File: config.mk
export PLATFORM = sky130hd
export DESIGN_NAME = ctrl_fsm
export DESIGN_NICKNAME = d
export VERILOG_FILES = /design/src/rtl/ctrl_pkg.sv /design/src/rtl/alu_dec.sv /design/src/rtl/ctrl_fsm.sv
export SDC_FILE = /design/constraint.sdc
export NUM_CORES = 1
export LEC_CHECK = 0
export ABC_AREA = 1
export CORE_ASPECT_RATIO = 0.9
export CORE_MARGIN = 8
export CORE_UTILIZATION = 41
export CTS_CLUSTER_SIZE = 12
export DETAILED_ROUTE_END_ITERATION = 12
export MAX_ROUTING_LAYER = met4
export PLACE_DENSITY = 0.93
export SLEW_MARGIN = 15
export SYNTH_ARGS = -nofsm -noshare
export SYNTH_HDL_FRONTEND = slang
export SYNTH_HIERARCHICAL = 1
export SYNTH_SLANG_ARGS = --single-unit
File: constraint.sdc
create_clock -name clk -period 2.1 [get_ports clk]
set_input_delay 0.21 -clock clk [delete_from_list [all_inputs] [get_ports clk]]
set_output_delay 0.21 -clock clk [all_outputs]
set_load 0.03 [all_outputs]
File: src/rtl/ctrl_pkg.sv
// Shared types and select encodings for the multicycle ARM main controller.
package ctrl_pkg;

    typedef enum logic [3:0] {
        FETCH    = 4'd0,
        DECODE   = 4'd1,
        MEMADR   = 4'd2,
        MEMREAD  = 4'd3,
        MEMWB    = 4'd4,
        MEMWRITE = 4'd5,
        EXECUTER = 4'd6,
        EXECUTEI = 4'd7,
        ALUWB    = 4'd8,
        BRANCH   = 4'd9,
        UNKNOWN  = 4'd10
    } statetype;

    localparam logic [1:0] ALU_ADD = 2'b00;
    localparam logic [1:0] ALU_SUB = 2'b01;
    localparam logic [1:0] ALU_AND = 2'b10;
    localparam logic [1:0] ALU_ORR = 2'b11;

    localparam logic [1:0] SRCB_WD   = 2'b00;
    localparam logic [1:0] SRCB_IMM  = 2'b01;
    localparam logic [1:0] SRCB_FOUR = 2'b10;

    localparam logic [1:0] RES_ALUOUT    = 2'b00;
    localparam logic [1:0] RES_DATA      = 2'b01;
    localparam logic [1:0] RES_ALURESULT = 2'b10;

    localparam logic [3:0] CMD_AND = 4'b0000;
    localparam logic [3:0] CMD_SUB = 4'b0010;
    localparam logic [3:0] CMD_ADD = 4'b0100;
    localparam logic [3:0] CMD_CMP = 4'b1010;
    localparam logic [3:0] CMD_ORR = 4'b1100;

    localparam logic [1:0] OP_DP  = 2'b00;
    localparam logic [1:0] OP_MEM = 2'b01;
    localparam logic [1:0] OP_B   = 2'b10;

    // Arithmetic commands are the only ones that update C and V.
    function automatic logic cmd_is_arith(input logic [3:0] cmd);
        return (cmd == CMD_ADD) || (cmd == CMD_SUB) || (cmd == CMD_CMP);
    endfunction

endpackage

File: src/rtl/alu_dec.sv
// Combinational data-processing decode: cmd/S -> ALU operation, flag write enables, NoWrite.
module alu_dec
    import ctrl_pkg::*;
(
    input  logic [3:0] cmd,
    input  logic       s,
    output logic [1:0] alu_control,
    output logic [1:0] flag_w,
    output logic       no_write
);

    logic known;

    always_comb begin
        alu_control = ALU_ADD;
        no_write    = 1'b0;
        known       = 1'b1;
        case (cmd)
            CMD_ADD: alu_control = ALU_ADD;
            CMD_SUB: alu_control = ALU_SUB;
            CMD_AND: alu_control = ALU_AND;
            CMD_ORR: alu_control = ALU_ORR;
            CMD_CMP: begin
                alu_control = ALU_SUB;
                no_write    = 1'b1;
            end
            default: known = 1'b0;
        endcase
        // Unsupported commands still run as ADD but must not disturb the flags.
        flag_w[1] = known & s;
        flag_w[0] = known & s & cmd_is_arith(cmd);
    end

endmodule

File: src/rtl/ctrl_fsm.sv
// Moore main controller for the multicycle ARM core (FETCH/DECODE/EXECUTE/MEM/WB sequencing).
// Optional macro CTRL_FSM_BL_EN enables the BL link write (LinkW/RegW in BRANCH).
module ctrl_fsm
    import ctrl_pkg::*;
#(
    parameter int MEM_WAIT_CYCLES = 0
) (
    input  logic       clk,
    input  logic       reset,
    input  logic [1:0] Op,
    input  logic [5:0] Funct,
    input  logic [3:0] Rd,
    output logic       IRWrite,
    output logic       AdrSrc,
    output logic       ALUSrcA,
    output logic [1:0] ALUSrcB,
    output logic [1:0] ResultSrc,
    output logic [1:0] ALUControl,
    output logic       NextPC,
    output logic       RegW,
    output logic       MemW,
    output logic       PCS,
    output logic [1:0] FlagW,
    output logic       NoWrite,
    output logic       LinkW
);

    localparam int WAIT_W = (MEM_WAIT_CYCLES > 0) ? $clog2(MEM_WAIT_CYCLES + 1) : 1;
    localparam logic [WAIT_W-1:0] WAIT_LAST = WAIT_W'(MEM_WAIT_CYCLES);

    statetype          state_reg, state_next;
    logic [WAIT_W-1:0] wait_cnt_reg;
    logic              wait_done;
    logic              mem_state;

    logic [1:0] dec_alu_control;
    logic [1:0] dec_flag_w;
    logic       dec_no_write;

    alu_dec u_alu_dec (
        .cmd         (Funct[4:1]),
        .s           (Funct[0]),
        .alu_control (dec_alu_control),
        .flag_w      (dec_flag_w),
        .no_write    (dec_no_write)
    );

    assign mem_state = (state_reg == MEMREAD) || (state_reg == MEMWRITE);
    assign wait_done = (wait_cnt_reg == WAIT_LAST);

    always_ff @(posedge clk or posedge reset) begin
        if (reset) begin
            state_reg <= FETCH;
        end else begin
            state_reg <= state_next;
        end
    end

    // Counter is zero whenever a memory state is entered, since it clears outside them.
    always_ff @(posedge clk or posedge reset) begin
        if (reset) begin
            wait_cnt_reg <= '0;
        end else if (mem_state && !wait_done) begin
            wait_cnt_reg <= wait_cnt_reg + 1'b1;
        end else begin
            wait_cnt_reg <= '0;
        end
    end

    always_comb begin
        state_next = FETCH;
        IRWrite    = 1'b0;
        AdrSrc     = 1'b0;
        ALUSrcA    = 1'b0;
        ALUSrcB    = SRCB_WD;
        ResultSrc  = RES_ALUOUT;
        ALUControl = ALU_ADD;
        NextPC     = 1'b0;
        RegW       = 1'b0;
        MemW       = 1'b0;
        PCS        = 1'b0;
        FlagW      = 2'b00;
        NoWrite    = 1'b0;
        LinkW      = 1'b0;

        case (state_reg)
            FETCH: begin
                IRWrite    = 1'b1;
                NextPC     = 1'b1;
                ALUSrcA    = 1'b1;
                ALUSrcB    = SRCB_FOUR;
                ResultSrc  = RES_ALURESULT;
                state_next = DECODE;
            end
            DECODE: begin
                ALUSrcA   = 1'b1;
                ALUSrcB   = SRCB_FOUR;
                ResultSrc = RES_ALURESULT;
                case (Op)
                    OP_MEM:  state_next = MEMADR;
                    OP_DP:   state_next = Funct[5] ? EXECUTEI : EXECUTER;
                    OP_B:    state_next = BRANCH;
                    default: state_next = UNKNOWN;
                endcase
            end
            MEMADR: begin
                ALUSrcB    = SRCB_IMM;
                state_next = Funct[0] ? MEMREAD : MEMWRITE;
            end
            MEMREAD: begin
                AdrSrc     = 1'b1;
                state_next = wait_done ? MEMWB : MEMREAD;
            end
            MEMWB: begin
                ResultSrc  = RES_DATA;
                RegW       = 1'b1;
                PCS        = (Rd == 4'd15);
                state_next = FETCH;
            end
            MEMWRITE: begin
                AdrSrc     = 1'b1;
                MemW       = wait_done;
                state_next = wait_done ? FETCH : MEMWRITE;
            end
            EXECUTER, EXECUTEI: begin
                ALUSrcB    = (state_reg == EXECUTEI) ? SRCB_IMM : SRCB_WD;
                ALUControl = dec_alu_control;
                FlagW      = dec_flag_w;
                NoWrite    = dec_no_write;
                state_next = ALUWB;
            end
            ALUWB: begin
                ResultSrc  = RES_ALUOUT;
                RegW       = 1'b1;
                ALUControl = dec_alu_control;
                NoWrite    = dec_no_write;
                PCS        = (Rd == 4'd15) && !dec_no_write;
                state_next = FETCH;
            end
            BRANCH: begin
                ALUSrcB    = SRCB_IMM;
                ResultSrc  = RES_ALURESULT;
                PCS        = 1'b1;
`ifdef CTRL_FSM_BL_EN
                if (Funct[4]) begin
                    LinkW = 1'b1;
                    RegW  = 1'b1;
                end
`endif
                state_next = FETCH;
            end
            default: begin
                // UNKNOWN and illegal encodings: a NOP that returns to FETCH.
                state_next = FETCH;
            end
        endcase
    end

endmodule
; ---- After elaboration in Yosys (flattened, before gate mapping)
; Index checks and enable logic that the tools add are counted.
[word_totals]
wordCells = 62
out_inout_bits = 17
reg_bits = 5
in_bits = 14
[op_classes]
eq_ne = 16
muxes = 22
add_sub_neg = 1
reduce_logical = 18
bitwise_logic = 3
[ops]
columns = cell, n
row1 = $pmux W4 S6, 1
row2 = $eq A4 B3 Y1 const B, 5
row3 = $eq A4 B4 Y1 const B, 5
row4 = $eq A4 B2 Y1 const B, 3
row5 = $pmux W2 S3, 2
row6 = $pmux W4 S3, 1
row7 = $reduce_or A2 Y1, 6
row8 = $mux W1, 11
row9 = $mux W3, 3
row10 = $logic_not A4 Y1, 2
row11 = $reduce_or A3 Y1, 2
row12 = $reduce_or A5 Y1, 1
row13 = $eq A4 B1 Y1 const B, 1
row14 = $mux W2, 2
row15 = $pmux W2 S2, 1
row16 = $logic_or A1 B1 Y1, 3
row17 = $pmux W1 S3, 1
row18 = $and A1 B1 Y1, 2
row19 = $eq A2 B1 Y1 const B, 1
row20 = $eq A2 B2 Y1 const B, 1
row21 = $logic_and A1 B1 Y1, 2
row22 = $logic_not A2 Y1, 1
row23 = $add A1 B1 Y1 const B, 1
row24 = $logic_not A1 Y1, 1
row25 = $not A1 Y1, 1

; ---- Longest topological paths before layout
[depth]
depth_word = 6
ltp_mapped = 8
depth_no_buf = 8

; ---- Hierarchy
; Netlist, hierarchy kept.
[by_module_without_submodules]
columns = module, seq_area_each_um2, cells_per_inst, instances, area_each_um2
row1 = ctrl_fsm, 125.1, 82, 1, 491.7
row2 = alu_dec, 0.0, 22, 1, 98.8

; ---- Least setup slack after synthesis
; No wires, ideal clock.
[synth_path]
path_type = flip-flop to output port
start = register state_reg[1]
end = output port PCS
path_stages_with_launch = 7
required_time_ns = 1.890
n_path_buf = 1
path_slack_ns = 0.453
t_arrival_ns = 1.437
path_cell_list = dfrtp_1 -> buf_6 -> inv_1 -> nand2_2 -> nor2_1 -> nand2_1 -> nand3_1
[synth_via]
elab_chain_cells = 2
elab_cells_between_ends = 4
cone_classes = 3 x eq/ne / 1 x mux
[synth_lines]
columns = item, line_no
row1 = "start, declared", ctrl_fsm.sv:31  ; statetype state_reg, state_next;
row2 = "start signal, assigned", ctrl_fsm.sv:55  ; state_reg <= state_next;
row3 = $eq A4 B4 Y1 / $eq A4 B3 Y1 (equally long branches), ctrl_fsm.sv:86  ; case (state_reg)
row4 = $pmux W1 S3 (*), ctrl_fsm.sv:86
row5 = "end, declared", ctrl_fsm.sv:22  ; output logic PCS,
; Every way passes the cells marked *; elsewhere a longest branch is shown, timed or not.

; ---- Worst setup path after layout
[layout_path]
start = register state_reg[3]
end = output port RegW
[layout_via]
elab_chain_cells = 3
elab_cells_between_ends = 4
cone_classes = 2 x eq/ne / 1 x mux / 1 x reduce/logical
[layout_lines]
columns = item, line_no
row1 = $eq A4 B4 Y1 / $eq A4 B3 Y1 (equally long branches), ctrl_fsm.sv:86
row2 = $reduce_or A2 Y1 (no source line) (*), --
row3 = $mux W1 (*), ctrl_fsm.sv:86
row4 = "end, declared", ctrl_fsm.sv:20  ; output logic RegW,
; Marks and branches as above.

==> out/metrics.cfg <==
[synth]
synth_area_leaders = dfrtp_1 21%, inv_1 13%, nand2_1 13%
synth_area_um2 = 591
avgSynthCellArea_um2 = 5.68
yosys.area.top_type = dfrtp_1
synthCells = 104
yosys_register_bits = 5
yosysWarningCount = 6
yosysTopAreaCellShare_pct = 21.2
seq_area_frac_synth_pct = 21.2
synth.distinct_cells = 16

[setup_path]
timing.rr.end = state_reg[3]
cp.required_ns = 1.89
critPathArrivalTime_ns = 1.75
startpoint = state_reg[3]
worstRegToRegCells = 4
r2r-start = state_reg[3]
critPathCaptureType = output pin
ff2ff_setup_slack_ns = 0.97
critPathLaunchType = flop
crit_type = flop to output pin
critPathMaxFanout = 5

[global_route]
grt_pass1_vias = 669
grt_max_degree = 9
antenna_found_initial = 0
grt_usage_pct = 11.0
grt_pass1_wl_um = 2620
grt_overflow = 0

[floorplan]
die-area_um2 = 2910
ios = 31
core_area_um2 = 1400
fp-row-count = 13
start_util_pct = 42.2
die_w_um = 56.0
fp.dieH_um = 52.0

[clock_tree]
postCtsHoldBufs = 0
cts_tree = done
root_buffer = clkbuf_4
post_cts_resized = 6
post_cts_buffers = 0
ctsHtreeMaxLevel = 1
numCtsBuffers = 3
cts.sinks = 5
clk_latency_ns = 0.24
clockBufferDepth = 2
path_clk_slew_ns = 0.05

[timing]
finalHoldViolations = 0
drv_slew = 0
rsz0062_at_grt = no
period_minus_slack_ns = 1.96
finalCritPeriodShare_pct = 93.4
setup_viol = 0
finalClockSkew_ns = 0.00566
max_freq_mhz = 510
totalNegativeSetupSlack_ns = 0

[cells_and_area]
design_area_um2 = 905
antenna_cells = 0
fillers = 142
fin_util_pct = 64.7
syn2layout_area_growth_pct = 53.2
largest_reg_flops = 4
layout.nets = 151
drive_above_1_share_pct = 16.9
final_cell_mix = 20 x inv_1, 20 x nor2_1, 20 x nand2_1
stdcell_count = 151

[route]
drt_wl_total_um = 1520
wl_per_cell_um = 10.0
vias = 702
dr.first_iter.drc_count = 7
first_pass_iters = 4
vias_per_cell = 4.65
drc = 0
antenna_left = 0

[power_and_ir_drop]
ir_drop_mv = 0.678
power.density_nw_per_um2 = 1240
power.leakage_nw = 0.494
total_power_w = 0.00112

[placement]
placed_cells = 147
gp_congestion = 0.819
dpl-instance-area_um2 = 880
port_buffers = 29
hpwlAfterDp_um = 1350

[status]
status = finished clean

[worst_hold_path]
hold_path_class = primary input to async pin

[run]
drv_cap = 0

-- worst max path at each step --
stage,cells past startpoint,to,slack [ns]
6_report,4,RegW,0.14
5_1_grt,4,NextPC,0.03
4_1_cts,5,AdrSrc,0.05
3_5_place_dp,8,ALUControl[1],0.05
3_3_place_gp,8,ALUControl[1],0.07
2_1_floorplan,6,PCS,0.45
-- layout make-up --
| class | count | area (um2) | area share, % |
|---|---|---|---|
| Clock buffer | 4 | 26.3 | 2.90 |
| Multi-Input combinational cell | 74 | 357 | 39.4 |
| Tap cell | 15 | 18.8 | 2.07 |
| Inverter | 23 | 86.3 | 9.54 |
| Timing Repair Buffer | 30 | 290 | 32.1 |
| Sequential cell | 5 | 126 | 14.0 |
-- report_power, final --
part / internal [W] / switching [W] / leakage, nW
logic: 0.000302 / 0.000509 / 0.417
clock network: 0.0000719 / 0.0000412 / 0.0150
registers: 0.000132 / 0.0000610 / 0.0616
total: 0.000506 / 0.000612 / 0.494
-- worst max-delay path, stage by stage (launching register included) --
cell and delay, ns:
dfrtp_1 0.47, inv_1 0.09, nand2_1 0.08, a21oi_1 0.17
clkdlybuf4s50_1 0.70
-- cell families after synthesis --
| family | count (synthesis) | synth area share, % |
|---|---|---|
| simple gates | 63 | 50.0 |
| compound gates | 9 | 9.11 |
| other cells | 1 | 0.635 |
| buf+inv | 26 | 19.1 |
| flops | 5 | 21.2 |
-- metal layers --
metal / up-vias / track usage, % / share of wire (%)
li1: 375 / - / -
met4: 0 / 4.80 / 1.4
met5: - / - / 0
met2: 24 / 20.8 / 51
met3: 2 / 3.16 / 5.8
met1: 301 / 10.3 / 42
-- per-stage QoR --
stage	hold WS, ns	worst slack, ns
floorplan	-0.0115	0.453
global placement	0.412	0.0734
detailed placement	0.429	0.0506
CTS	0.162	0.0482
global route	0.193	0.0282
finish	0.161	0.138
-- cells in the mapped netlist --
master	n
buf_6	1
nand2_1	20
a21oi_2	1
o211ai_1	2
nor2_4	3
nand2_2	6
nand3_1	11
inv_2	3
dfrtp_1	5
buf_4	2
nor2_2	3
a21oi_1	2
o21ai_0	4
inv_1	20
conb_1	1
nor2_1	20
Note: power is estimated with default switching activity, not from simulation.
